==> config.mk <==
export PLATFORM = sky130hd
export DESIGN_NAME = residue_node
export DESIGN_NICKNAME = d
export VERILOG_FILES = /design/src/rtl/residue_node.sv
export SDC_FILE = /design/constraint.sdc
export NUM_CORES = 1
export LEC_CHECK = 0
export CAP_MARGIN = 20
export CORE_AREA = 2 2 149 151
export DETAILED_ROUTE_END_ITERATION = 12
export DIE_AREA = 0 0 151 153
export PLACE_DENSITY = 0.89
export SLEW_MARGIN = 20
export SYNTH_ARGS = -nofsm -noshare
export SYNTH_HDL_FRONTEND = slang
export SYNTH_SLANG_ARGS = --single-unit
==> constraint.sdc <==
create_clock -name clk -period 4.5 [get_ports clk]
set_input_delay 0.9 -clock clk [delete_from_list [all_inputs] [get_ports clk]]
set_output_delay 0.9 -clock clk [all_outputs]
set_load 0.01 [all_outputs]
==> src/rtl/residue_node.sv <==
// residue_node: output-layer membrane-potential store answering sum-stage residue requests
// and streaming the per-timestep spike bitmap to the output node as four byte packets.
module residue_node #(
    parameter int         WIDTH       = 35,
    parameter int         NUM_NEURONS = 25,
    parameter logic [3:0] RES_ADDR    = 4'b1100,
    parameter logic [3:0] SUM_ADDR    = 4'b0000,
    parameter logic [3:0] OUT_ADDR    = 4'b0011,
    parameter logic [7:0] INIT_POT    = 8'd0
) (
    input  logic             clk,
    input  logic             rst_n,
    input  logic             in_valid,
    output logic             in_ready,
    input  logic [WIDTH-1:0] in_data,
    output logic             out_valid,
    input  logic             out_ready,
    output logic [WIDTH-1:0] out_data,
    output logic [7:0]       ts_count,
    output logic             err
);
    typedef enum logic [1:0] {IDLE, REPLY, FLUSH} state_t;

    state_t                 r_state;
    logic [7:0]             r_pot [NUM_NEURONS];
    logic [NUM_NEURONS-1:0] r_bitmap;
    logic [1:0]             r_k;
    logic                   r_out_valid;
    logic [WIDTH-1:0]       r_out_data;
    logic [7:0]             r_ts;
    logic                   r_err;

    logic [3:0]  w_dst;
    logic [1:0]  w_op;
    logic        w_spike;
    logic [6:0]  w_zero;
    logic [4:0]  w_idx;
    logic [7:0]  w_data;
    logic        w_bad;
    logic        w_accept;
    logic [31:0] w_bm32;

    assign w_dst    = in_data[30:27];
    assign w_op     = in_data[22:21];
    assign w_spike  = in_data[20];
    assign w_zero   = in_data[19:13];
    assign w_idx    = in_data[12:8];
    assign w_data   = in_data[7:0];
    assign w_bad    = (w_dst != RES_ADDR) || (w_op == 2'b11) || (32'(w_idx) >= NUM_NEURONS) || (w_zero != 7'd0);
    assign in_ready = (r_state == IDLE);
    assign w_accept = in_valid && in_ready;
    // Bitmap bits above NUM_NEURONS read as zero in the flush bytes.
    assign w_bm32   = 32'(r_bitmap);

    assign out_valid = r_out_valid;
    assign out_data  = r_out_data;
    assign ts_count  = r_ts;
    assign err       = r_err;

    function automatic logic [34:0] f_flush(input logic [1:0] k, input logic [31:0] bm);
        return {RES_ADDR, OUT_ADDR, RES_ADDR, 2'b10, 1'b0, 7'b0, 3'b0, k, bm[{k, 3'b000} +: 8]};
    endfunction

    always_ff @(posedge clk or negedge rst_n) begin
        if (!rst_n) begin
            r_state     <= IDLE;
            r_bitmap    <= '0;
            r_k         <= 2'd0;
            r_out_valid <= 1'b0;
            r_out_data  <= '0;
            r_ts        <= 8'd0;
            r_err       <= 1'b0;
            for (int i = 0; i < NUM_NEURONS; i++) r_pot[i] <= INIT_POT;
        end else begin
            case (r_state)
                IDLE: if (w_accept) begin
                    if (w_bad) begin
                        r_err <= 1'b1;
                    end else if (w_op == 2'b00) begin
                        r_state     <= REPLY;
                        r_out_valid <= 1'b1;
                        r_out_data  <= {RES_ADDR, SUM_ADDR, RES_ADDR, 2'b00, 1'b0, 7'b0, w_idx, r_pot[w_idx]};
                    end else if (w_op == 2'b01) begin
                        r_pot[w_idx]    <= w_data;
                        r_bitmap[w_idx] <= r_bitmap[w_idx] | w_spike;
                    end else begin
                        r_state     <= FLUSH;
                        r_k         <= 2'd0;
                        r_out_valid <= 1'b1;
                        r_out_data  <= f_flush(2'd0, w_bm32);
                    end
                end
                REPLY: if (out_ready) begin
                    r_state     <= IDLE;
                    r_out_valid <= 1'b0;
                end
                FLUSH: if (out_ready) begin
                    if (r_k == 2'd3) begin
                        r_state     <= IDLE;
                        r_out_valid <= 1'b0;
                        r_bitmap    <= '0;
                        r_ts        <= r_ts + 8'd1;
                    end else begin
                        r_k        <= r_k + 2'd1;
                        r_out_data <= f_flush(r_k + 2'd1, w_bm32);
                    end
                end
                default: r_state <= IDLE;
            endcase
        end
    end
endmodule

After elaboration in Yosys (flattened, before gate mapping)
Cells that the tools add are included.
{"block": "totals", "ff_bits": 274, "output_inout_bits": 46, "word_cells": 127}
{"block": "classes", "addsub": 2, "magnitude_cmp": 5, "n_eq_ne": 16, "shift": 1, "mux": 48, "n_bitwise": 4, "n_reduce_logical": 19}
{"op": "35-bit two-way mux", "n": 6}
{"op": "200-bit bitwise mux", "n": 1}
{"op": "25-bit two-way mux", "n": 6}
{"op": "35-bit one-hot mux with 2 select lines", "n": 1}
{"op": "25-bit one-hot mux with 2 select lines", "n": 1}
{"op": "8-bit binary-select mux with 5-bit select", "n": 1}
{"op": "8-bit demux with 5-bit select", "n": 1}
{"op": "32-bit by 6-bit indexed part select with 8-bit output", "n": 1}
{"op": "2-bit two-way mux", "n": 13}
{"op": "25-bit bitwise mux", "n": 1}
{"op": "8-bit two-way mux", "n": 3}
{"op": "7-bit AND reduction", "n": 3}
{"op": "2-bit inequality test (second input constant)", "n": 7}
{"op": "6-bit AND reduction", "n": 2}
{"op": "1-bit two-way mux", "n": 9}
{"op": "8-bit by 1-bit adder with 8-bit output (second input constant)", "n": 1}
{"op": "7-bit nonzero test", "n": 1}
{"op": "2-bit == test (second input constant)", "n": 3}
{"op": "6-bit greater-or-equal comparator (second input constant)", "n": 1}
{"op": "5-bit by 6-bit < comparator with 1-bit output (second input constant)", "n": 1}
{"op": "6-bit by 1-bit < comparator with 1-bit output (second input constant)", "n": 1}
{"op": "5-bit NOT with 6-bit output", "n": 1}
{"op": "2-bit one-hot mux with 3 select lines", "n": 1}
{"op": "3-bit AND reduction", "n": 2}
{"op": "19 further kinds", "n": 27}

Depth between registers and ports, before layout
Gate-level depths: netlist of the first run.
{"block": "logic_depth", "ltp_word": 10, "mapped_depth": 9, "ltp_nobuf": 7}

Worst setup path after synthesis of the first run
No wires, ideal clock.
{"block": "synth_timing", "path_kind": "input to register", "start": "in in_data[9]", "end": "reg r_out_data[7] (netlist: out_data[7])", "t_arrival_ps": 2589, "required_time_ps": 4353, "setup_slack_ps": 1764, "cell_stages": 9, "cell_sequence": "buf_2 buf_2 buf_4 clkbuf_1 mux4_2 nand2_1 nand4_1 o31ai_1 a31oi_1"}
{"block": "synth_between", "elab_chain_cells": 8}
{"element": "from (decl)", "line": "15", "source": "input logic [WIDTH-1:0] in_data,"}
{"element": "5-bit NOT with 6-bit output (not written as such)", "line": "82", "source": "r_out_data <= {RES_ADDR, SUM_ADDR, RES_ADDR, 2'b00, 1'b0, 7'b0, w_idx, r_pot[w_idx]};"}
{"element": "8-bit binary-select mux with 5-bit select", "line": "82"}
{"element": "8-bit two-way mux (not written as such) (2 in a row)", "line": "82"}
{"element": "35-bit two-way mux", "line": "79", "source": "end else if (w_op == 2'b00) begin"}
{"element": "35-bit two-way mux", "line": "77", "source": "if (w_bad) begin"}
{"element": "35-bit two-way mux", "line": "76", "source": "IDLE: if (w_accept) begin"}
{"element": "35-bit one-hot mux with 2 select lines", "line": "75", "source": "case (r_state)"}
{"element": "to (signal assigned)", "line": "82"}
{"element": "to (signal assigned)", "line": "90", "source": "r_out_data <= f_flush(2'd0, w_bm32);"}
{"element": "to (signal assigned)", "line": "105", "source": "r_out_data <= f_flush(r_k + 2'd1, w_bm32);"}
{"element": "to (decl)", "line": "29", "source": "logic [WIDTH-1:0] r_out_data;"}
Parallel ways exist; a longest one is shown, timed or not. The select of a mux whose other input is x is not followed.
A chain may end at the register's enable or synchronous reset.

Final worst setup path of the first run
{"block": "layout_timing", "start": "in in_data[22]", "end": "reg r_pot[69] in the netlist's numbering"}
{"block": "layout_between", "elab_chain_cells": 6}
{"element": "2-bit == test", "line": "49", "source": "assign w_bad = (w_dst != RES_ADDR) || (w_op == 2'b11) || (32'(w_idx) >= NUM_NEURONS) || (w_zero != 7'd0);"}
{"element": "1-bit logical OR (3 in a row)", "line": "49"}
{"element": "1-bit NOT (no source line)"}
{"element": "5-bit AND reduction (no source line) *"}
{"element": "to (signal, indexed assignment)", "line": "84", "source": "r_pot[w_idx] <= w_data;"}
{"element": "to (decl)", "line": "25", "source": "logic [7:0] r_pot [NUM_NEURONS];"}
Every way passes the cells marked *; elsewhere a longest branch is shown, timed or not.

==> out/qor.json, run 1 <==
{
  "run_status": {
    "outcome": "complete, no violations"
  },
  "yosys": {
    "synth_top_area_frac": 0.5006,
    "synth_top_cell_by_area": "dfrtp_1",
    "synth_most_common_cell": "dfrtp_1",
    "ys_ff_latch": 254,
    "post_synth_inst_count": 1003,
    "number_of_synthesized_flops_with_an_enable_pin": 0,
    "yosys-top-cells-count": "dfrtp_1 (254), mux2_2 (200), mux2i_1 (63)",
    "synth_warn": 0,
    "synth.top_cells.by_area": "dfrtp_1 (50%), mux2_2 (18%), mux4_2 (5.1%)",
    "synth_seq_area_share": 0.5006,
    "asyncSetResetFlopFracSynth": 1.000,
    "synth.cell_area_um2": 12700,
    "synth_flop_cell": "dfrtp_1",
    "synthDistinctLibCells": 56,
    "postSynthAreaPerCell_um2": 12.66
  },
  "routing": {
    "drc": 0,
    "detail_route.wirelength_um": 31910,
    "firstDrtPassIters": 7,
    "count_of_nets_left_with_antenna_violations_after_detail_routing": 0,
    "vias_per_cell": 6.632,
    "routed_wire_length_per_instance_um": 23.62,
    "total_number_of_vias": 8960,
    "drt-initial-drc-count": 1010
  },
  "pwr": {
    "power_leakage_nw": 6.952,
    "combPwrFrac": 0.184,
    "power_frac_clock": 0.383,
    "p_sw_frac": 0.2935,
    "seqPwrFrac": 0.432,
    "cellPowerDensity_nw_per_um2": 404.8,
    "net_switching_power_mw": 1.709,
    "p_int_mw": 4.115,
    "irDropWorstVdd_uv": 309.8
  },
  "hold_path": {
    "hold_class": "input port to async pin"
  },
  "sta": {
    "finalCritPeriodShare": 0.7371,
    "final_max_slew_viols": 0,
    "setup_viol_count_final": 0,
    "tightestPinTransition_ps": 1116,
    "max-slew-margin-rel": 0.2536,
    "fmax_mhz": 301.5,
    "grt_setup_unrepaired": "no",
    "fin_worst_skew_ps": 11.03,
    "final_hold_viol_count": 0,
    "finalWorstPathRequiredPeriod_ps": 3317,
    "totalNegativeSetupSlack_ps": 0
  },
  "worst_setup_path": {
    "timing.setup.critical_path_class": "input port to flip-flop",
    "startpoint_type": "input port",
    "ff2ff_setup_slack_ps": 1250,
    "critPathMaxFanout": 11,
    "critical_path.reg2reg.startpoint": "r_state[0]$_DFFE_PN0P_",
    "critical_path.endpoint_type": "flip-flop",
    "regToRegEndpoint": "r_pot[69]$_DFFE_PN0P_",
    "worstSetupEndpoint": "r_pot[69]$_DFFE_PN0P_",
    "cp_data_required_time_ps": 4930,
    "critical_path.startpoint": "in_data[22]",
    "timing.critical_path.arrival_ps": 3740,
    "timing.reg2reg.worst_path_depth": 6
  },
  "floorplanning": {
    "die_width_um": 151,
    "core_area_um2": 21490,
    "initial_utilization": 0.5910,
    "floorplan.die_area_um2": 23100,
    "std_cell_rows": 54,
    "fp.dieH_um": 153,
    "ios": 85
  },
  "cells_and_area": {
    "final-instance-count-excl-fill": 1351,
    "antenna-diode-count": 0,
    "drive_above_1_share": 0.3156,
    "final_net_count": 1095,
    "syn_to_final_growth_pct": 13.32,
    "nFillCells": 1420
  },
  "cts": {
    "postCtsSetupBuffers": 0,
    "clk_pin_slew_worst_paths_ps": 60,
    "cts_tree": "yes",
    "cts-resized-gates": 0,
    "cts.htree.levels": 1,
    "numClockSinks": 254,
    "clock_latency_ps": 550,
    "clk_path_buf_depth": 3,
    "numCtsBuffers": 27,
    "clock_tree.root_cell": "clkbuf_16",
    "cts-hold-fix-buffers": 0
  },
  "grt": {
    "wire_length_of_the_first_global_routing_pass_um": 50960,
    "grt_overflow_total": 0,
    "grt_use_total": 0.2822,
    "grt_pass1_vias": 9215,
    "grt_max_degree": 133,
    "grt_antenna_before_repair": 0
  },
  "placed_design": {
    "place.gp.congestion": 0.9448,
    "place.port_buffers": 61,
    "place_hpwl_um": 20670,
    "dp.cells": 1301
  },
  "flow_run": {
    "maxCapViolCount": 0
  }
}
==> worst min-delay path by stage <==
stage | slack (ps) | cells after the start | start | end
CTS | 470 | 1 | ts_count[7]$_DFFE_PN0P_ | ts_count[7]$_DFFE_PN0P_
global placement | 460 | 1 | ts_count[7]$_DFFE_PN0P_ | ts_count[7]$_DFFE_PN0P_
detailed placement | 470 | 1 | ts_count[7]$_DFFE_PN0P_ | ts_count[7]$_DFFE_PN0P_
floorplan | 460 | 1 | r_pot[16]$_DFFE_PN0P_ | r_pot[16]$_DFFE_PN0P_
finish | 460 | 1 | rst_n | out_valid$_DFFE_PN0P_
global route | 510 | 1 | ts_count[7]$_DFFE_PN0P_ | ts_count[7]$_DFFE_PN0P_
==> kinds of logic after synthesis <==
kind of cell / count (synthesis) / synth area share
muxes: 306 / 0.2933
DFF: 254 / 0.5006
and+or+nand+nor: 208 / 0.09638
AOI/OAI and AO/OA: 123 / 0.06011
buffers and inverters: 98 / 0.03863
xor gates and xnor gates: 7 / 0.004829
adders and majority gates: 6 / 0.005912
other: 1 / 0.0002953
==> state kept, by name, indices dropped and copies added, names as in the netlist <==
signal / count
err: 1
out_data: 15
out_valid: 1
r_bitmap: 25
r_k: 2
r_pot: 200
r_state: 2
ts_count: 8
==> layout by cell type (no fill, tap or decap), drive strengths merged, types with 15 or more instances in the layout <==
cell type	instances
nand3	28
o21ai	54
clkdlybuf4s50	55
mux2i	63
o22ai	17
mux4	31
conb	15
nor2	32
nand2	50
nor2b	15
dfrtp	254
nand4	31
mux2	212
buf	36
clkbuf	41
==> critical path, stage by stage <==
cell and delay, ps:
clkdlybuf4s50_1 510, nand3b_1 590, nor3_1 740, nand3_1 560, mux2_2 440
==> power by group through the flow <==
stage | sequential (mW) | combinational (mW) | clock (mW)
after floorplan | 2.53 | 0.637 | 0
after global placement | 2.55 | 1.02 | 0
after detailed placement | 2.55 | 1.06 | 0
after CTS | 2.51 | 1.06 | 2.25
after global routing | 2.53 | 1.17 | 2.34
final | 2.52 | 1.07 | 2.23
==> per-stage QoR <==
stage               utilization  setup WS, ps  hold slack [ps]  area [um^2]  power, mW
global placement         0.6283         805.6            460.3        13500      3.572
floorplan                     -          1764            458.7        12750      3.169
detailed placement       0.6283         734.4            466.5        13500      3.606
global route             0.6697          1152            507.7        14390      6.031
CTS                      0.6704          1283            474.3        14400      5.819
finish                   0.6697          1183            459.2        14390      5.824
==> layout make-up <==
| class | count | area (um^2) | area share |
|---|---|---|---|
| sequential | 254 | 6356 | 0.4417 |
| multi-input combinational | 665 | 5907 | 0.4105 |
| timing repair buffer | 91 | 830.8 | 0.05774 |
| clock buffer | 41 | 818.3 | 0.05687 |
| tap | 280 | 350.3 | 0.02435 |
| clock inverter | 9 | 85.08 | 0.005913 |
| inverter | 11 | 41.29 | 0.002870 |
==> layer usage <==
layer / up-vias / track usage / part of all wire
met3: 112 / 0.05970 / 0.096
met4: 0 / 0.1073 / 0.041
met5: - / 0 / 0
met1: 4531 / 0.3884 / 0.39
li1: 3778 / - / -
met2: 539 / 0.4431 / 0.47
Power figures use the tool's default switching activity.
==> run 2, diff against run 1 <==
==> constraint.sdc (replaced) <==
create_clock -name clk -period 3.45 [get_ports clk]
set_input_delay 0.69 -clock clk [delete_from_list [all_inputs] [get_ports clk]]
set_output_delay 0.69 -clock clk [all_outputs]
set_load 0.01 [all_outputs]
==> run 2 against run 1 <==
Effect of this change: via count increased by 0.51%; cell area is 0.86% higher; largest cell class unchanged; critical endpoint unchanged; sequential share of layout area fell by 0.38 points; critical path type is now flip-flop to flip-flop.
==> out/qor.json, run 2 (synthesized netlist as in run 1, its figures left out) <==
{
  "run_status": {
    "outcome": "complete, no violations"
  },
  "routing": {
    "firstDrtPassIters": 5,
    "vias_per_cell": 6.637,
    "drc": 0,
    "detail_route.wirelength_um": 31800,
    "drt-initial-drc-count": 942,
    "total_number_of_vias": 9006,
    "routed_wire_length_per_instance_um": 23.44,
    "count_of_nets_left_with_antenna_violations_after_detail_routing": 0
  },
  "sta": {
    "final_hold_viol_count": 0,
    "fmax_mhz": 333.1,
    "tightestPinTransition_ps": 1082,
    "finalWorstPathRequiredPeriod_ps": 3002,
    "totalNegativeSetupSlack_ps": 0,
    "final_max_slew_viols": 0,
    "finalCritPeriodShare": 0.8702,
    "grt_setup_unrepaired": "no",
    "fin_worst_skew_ps": 20.27,
    "setup_viol_count_final": 0,
    "hold_slack_ps": 102.4,
    "max-slew-margin-rel": 0.2761
  },
  "grt": {
    "grt_use_total": 0.2814,
    "grt_overflow_total": 0,
    "grt_pass1_vias": 9215,
    "grt_max_degree": 70,
    "wire_length_of_the_first_global_routing_pass_um": 51180,
    "grt_antenna_before_repair": 1
  },
  "pwr": {
    "irDropWorstVdd_uv": 415.3,
    "power_leakage_nw": 7.010,
    "cellPowerDensity_nw_per_um2": 521.3
  },
  "cells_and_area": {
    "syn_to_final_growth_pct": 14.30,
    "layout.cells.most_common_list": "dfrtp_1 (254), mux2_2 (200), mux2i_1 (63)",
    "final_common_cell": "dfrtp_1",
    "nFillCells": 1437,
    "antenna-diode-count": 0,
    "drive_above_1_share": 0.3194,
    "top_register": "r_pot",
    "largest_register_ff_count": 200,
    "utilization": 0.6755,
    "final_net_count": 1107
  },
  "cts": {
    "clock_latency_ps": 540,
    "clk_path_buf_depth": 3,
    "cts-hold-fix-buffers": 0,
    "postCtsSetupBuffers": 0,
    "numClockSinks": 254,
    "clock_tree.root_cell": "clkbuf_16",
    "cts-resized-gates": 0,
    "clk_pin_slew_worst_paths_ps": 60,
    "numCtsBuffers": 27,
    "cts_tree": "yes",
    "cts.htree.levels": 1
  },
  "worst_setup_path": {
    "regToRegEndpoint": "r_pot[69]$_DFFE_PN0P_",
    "timing.critical_path.arrival_ps": 3420,
    "timing.critical_path.slowest_stage_cell": "nor3_1",
    "critical_path.cell_chain": "inv_1 > ha_1 > nand3b_1 > buf_4 > nor3_1 > nand3_1 > mux2_2",
    "crit_path_max_incr_delay_ps": 560,
    "timing.critical_path.buf_inv": 2,
    "cp_data_required_time_ps": 3870,
    "timing.setup.critical_path_class": "flip-flop to flip-flop",
    "startpoint_type": "flip-flop",
    "ff2ff_setup_slack_ps": 450,
    "top_delay_family_on_crit_path": "simple AND/OR/NAND/NOR gates",
    "critPathMaxFanout": 9,
    "critical_path.endpoint_type": "flip-flop",
    "timing.reg2reg.worst_path_depth": 7,
    "critical_path.reg2reg.startpoint": "r_state[0]$_DFFE_PN0P_"
  },
  "placed_design": {
    "place_hpwl_um": 20930,
    "place.port_buffers": 61,
    "place.gp.congestion": 0.9275
  },
  "hold_path": {
    "hold_class": "input port to async pin"
  },
  "floorplanning": {
    "core_area_um2": 21490,
    "die_width_um": 151,
    "initial_utilization": 0.5910,
    "std_cell_rows": 54,
    "floorplan.die_area_um2": 23100,
    "fp.dieH_um": 153,
    "ios": 85
  },
  "flow_run": {
    "maxCapViolCount": 0
  }
}
run 2: cell count changes in the layout (fill, tap and decap cells not counted):
| cell | change |
|---|---|
| inv_6 | +1 |
| buf_4 | +7 |
| clkdlybuf4s50_1 | +2 |
| clkinv_2 | -4 |
| inv_16 | -1 |
| buf_12 | +5 |
| buf_2 | -2 |
| clkbuf_1 | -2 |
run 2: power by group:
| group | switching (mW) | internal (mW) |
|---|---|---|
| Clock | 1.15 | 1.68 |
| Sequential | 0.110 | 3.13 |
| Combinational | 0.929 | 0.568 |
| Total | 2.18 | 5.38 |
run 2: cell type report:
| cell class | instances | area (um^2) | share of cell area |
|---|---|---|---|
| clock buffer | 39 | 810.8 | 0.05587 |
| sequential | 254 | 6356 | 0.4380 |
| inverter | 11 | 41.29 | 0.002845 |
| multi-input combinational | 665 | 5907 | 0.4070 |
| tap | 280 | 350.3 | 0.02414 |
| timing repair buffer | 103 | 993.5 | 0.06845 |
| clock inverter | 5 | 53.80 | 0.003707 |
run 2: routing by layer:
layer | share of wire | up-vias | track usage
met1 | 0.38 | 4578 | 0.3930
met4 | 0.041 | 2 | 0.1032
met2 | 0.48 | 517 | 0.4455
li1 | - | 3794 | -
met3 | 0.093 | 115 | 0.04985
met5 | 0.00041 | - | 0
run 2: worst max path at each step:
stage | startpoint | depth (start not counted) | slack [ps] | end
2_1_floorplan | in_data[9] | 9 | 920 | out_data[7]$_DFFE_PN0P_
3_3_place_gp | in_valid | 6 | 160 | r_pot[132]$_DFFE_PN0P_
3_5_place_dp | in_data[22] | 6 | 130 | r_pot[66]$_DFFE_PN0P_
4_1_cts | r_state[1]$_DFFE_PN0P_ | 7 | 470 | r_pot[69]$_DFFE_PN0P_
5_1_grt | r_state[0]$_DFFE_PN0P_ | 7 | 250 | r_pot[132]$_DFFE_PN0P_
6_report | r_state[0]$_DFFE_PN0P_ | 7 | 450 | r_pot[69]$_DFFE_PN0P_
run 2: stage by stage:
stage / cells / power (mW) / instance area, um^2 / worst slack (ps)
floorplan: 1017 / 4.134 / 12750 / 924.1
global placement: 1313 / 4.707 / 13650 / 164.0
detailed placement: 1313 / 4.752 / 13650 / 133.4
CTS: 1357 / 7.568 / 14520 / 473.1
global route: 1357 / 7.857 / 14510 / 252.8
finish: 1357 / 7.566 / 14510 / 447.7
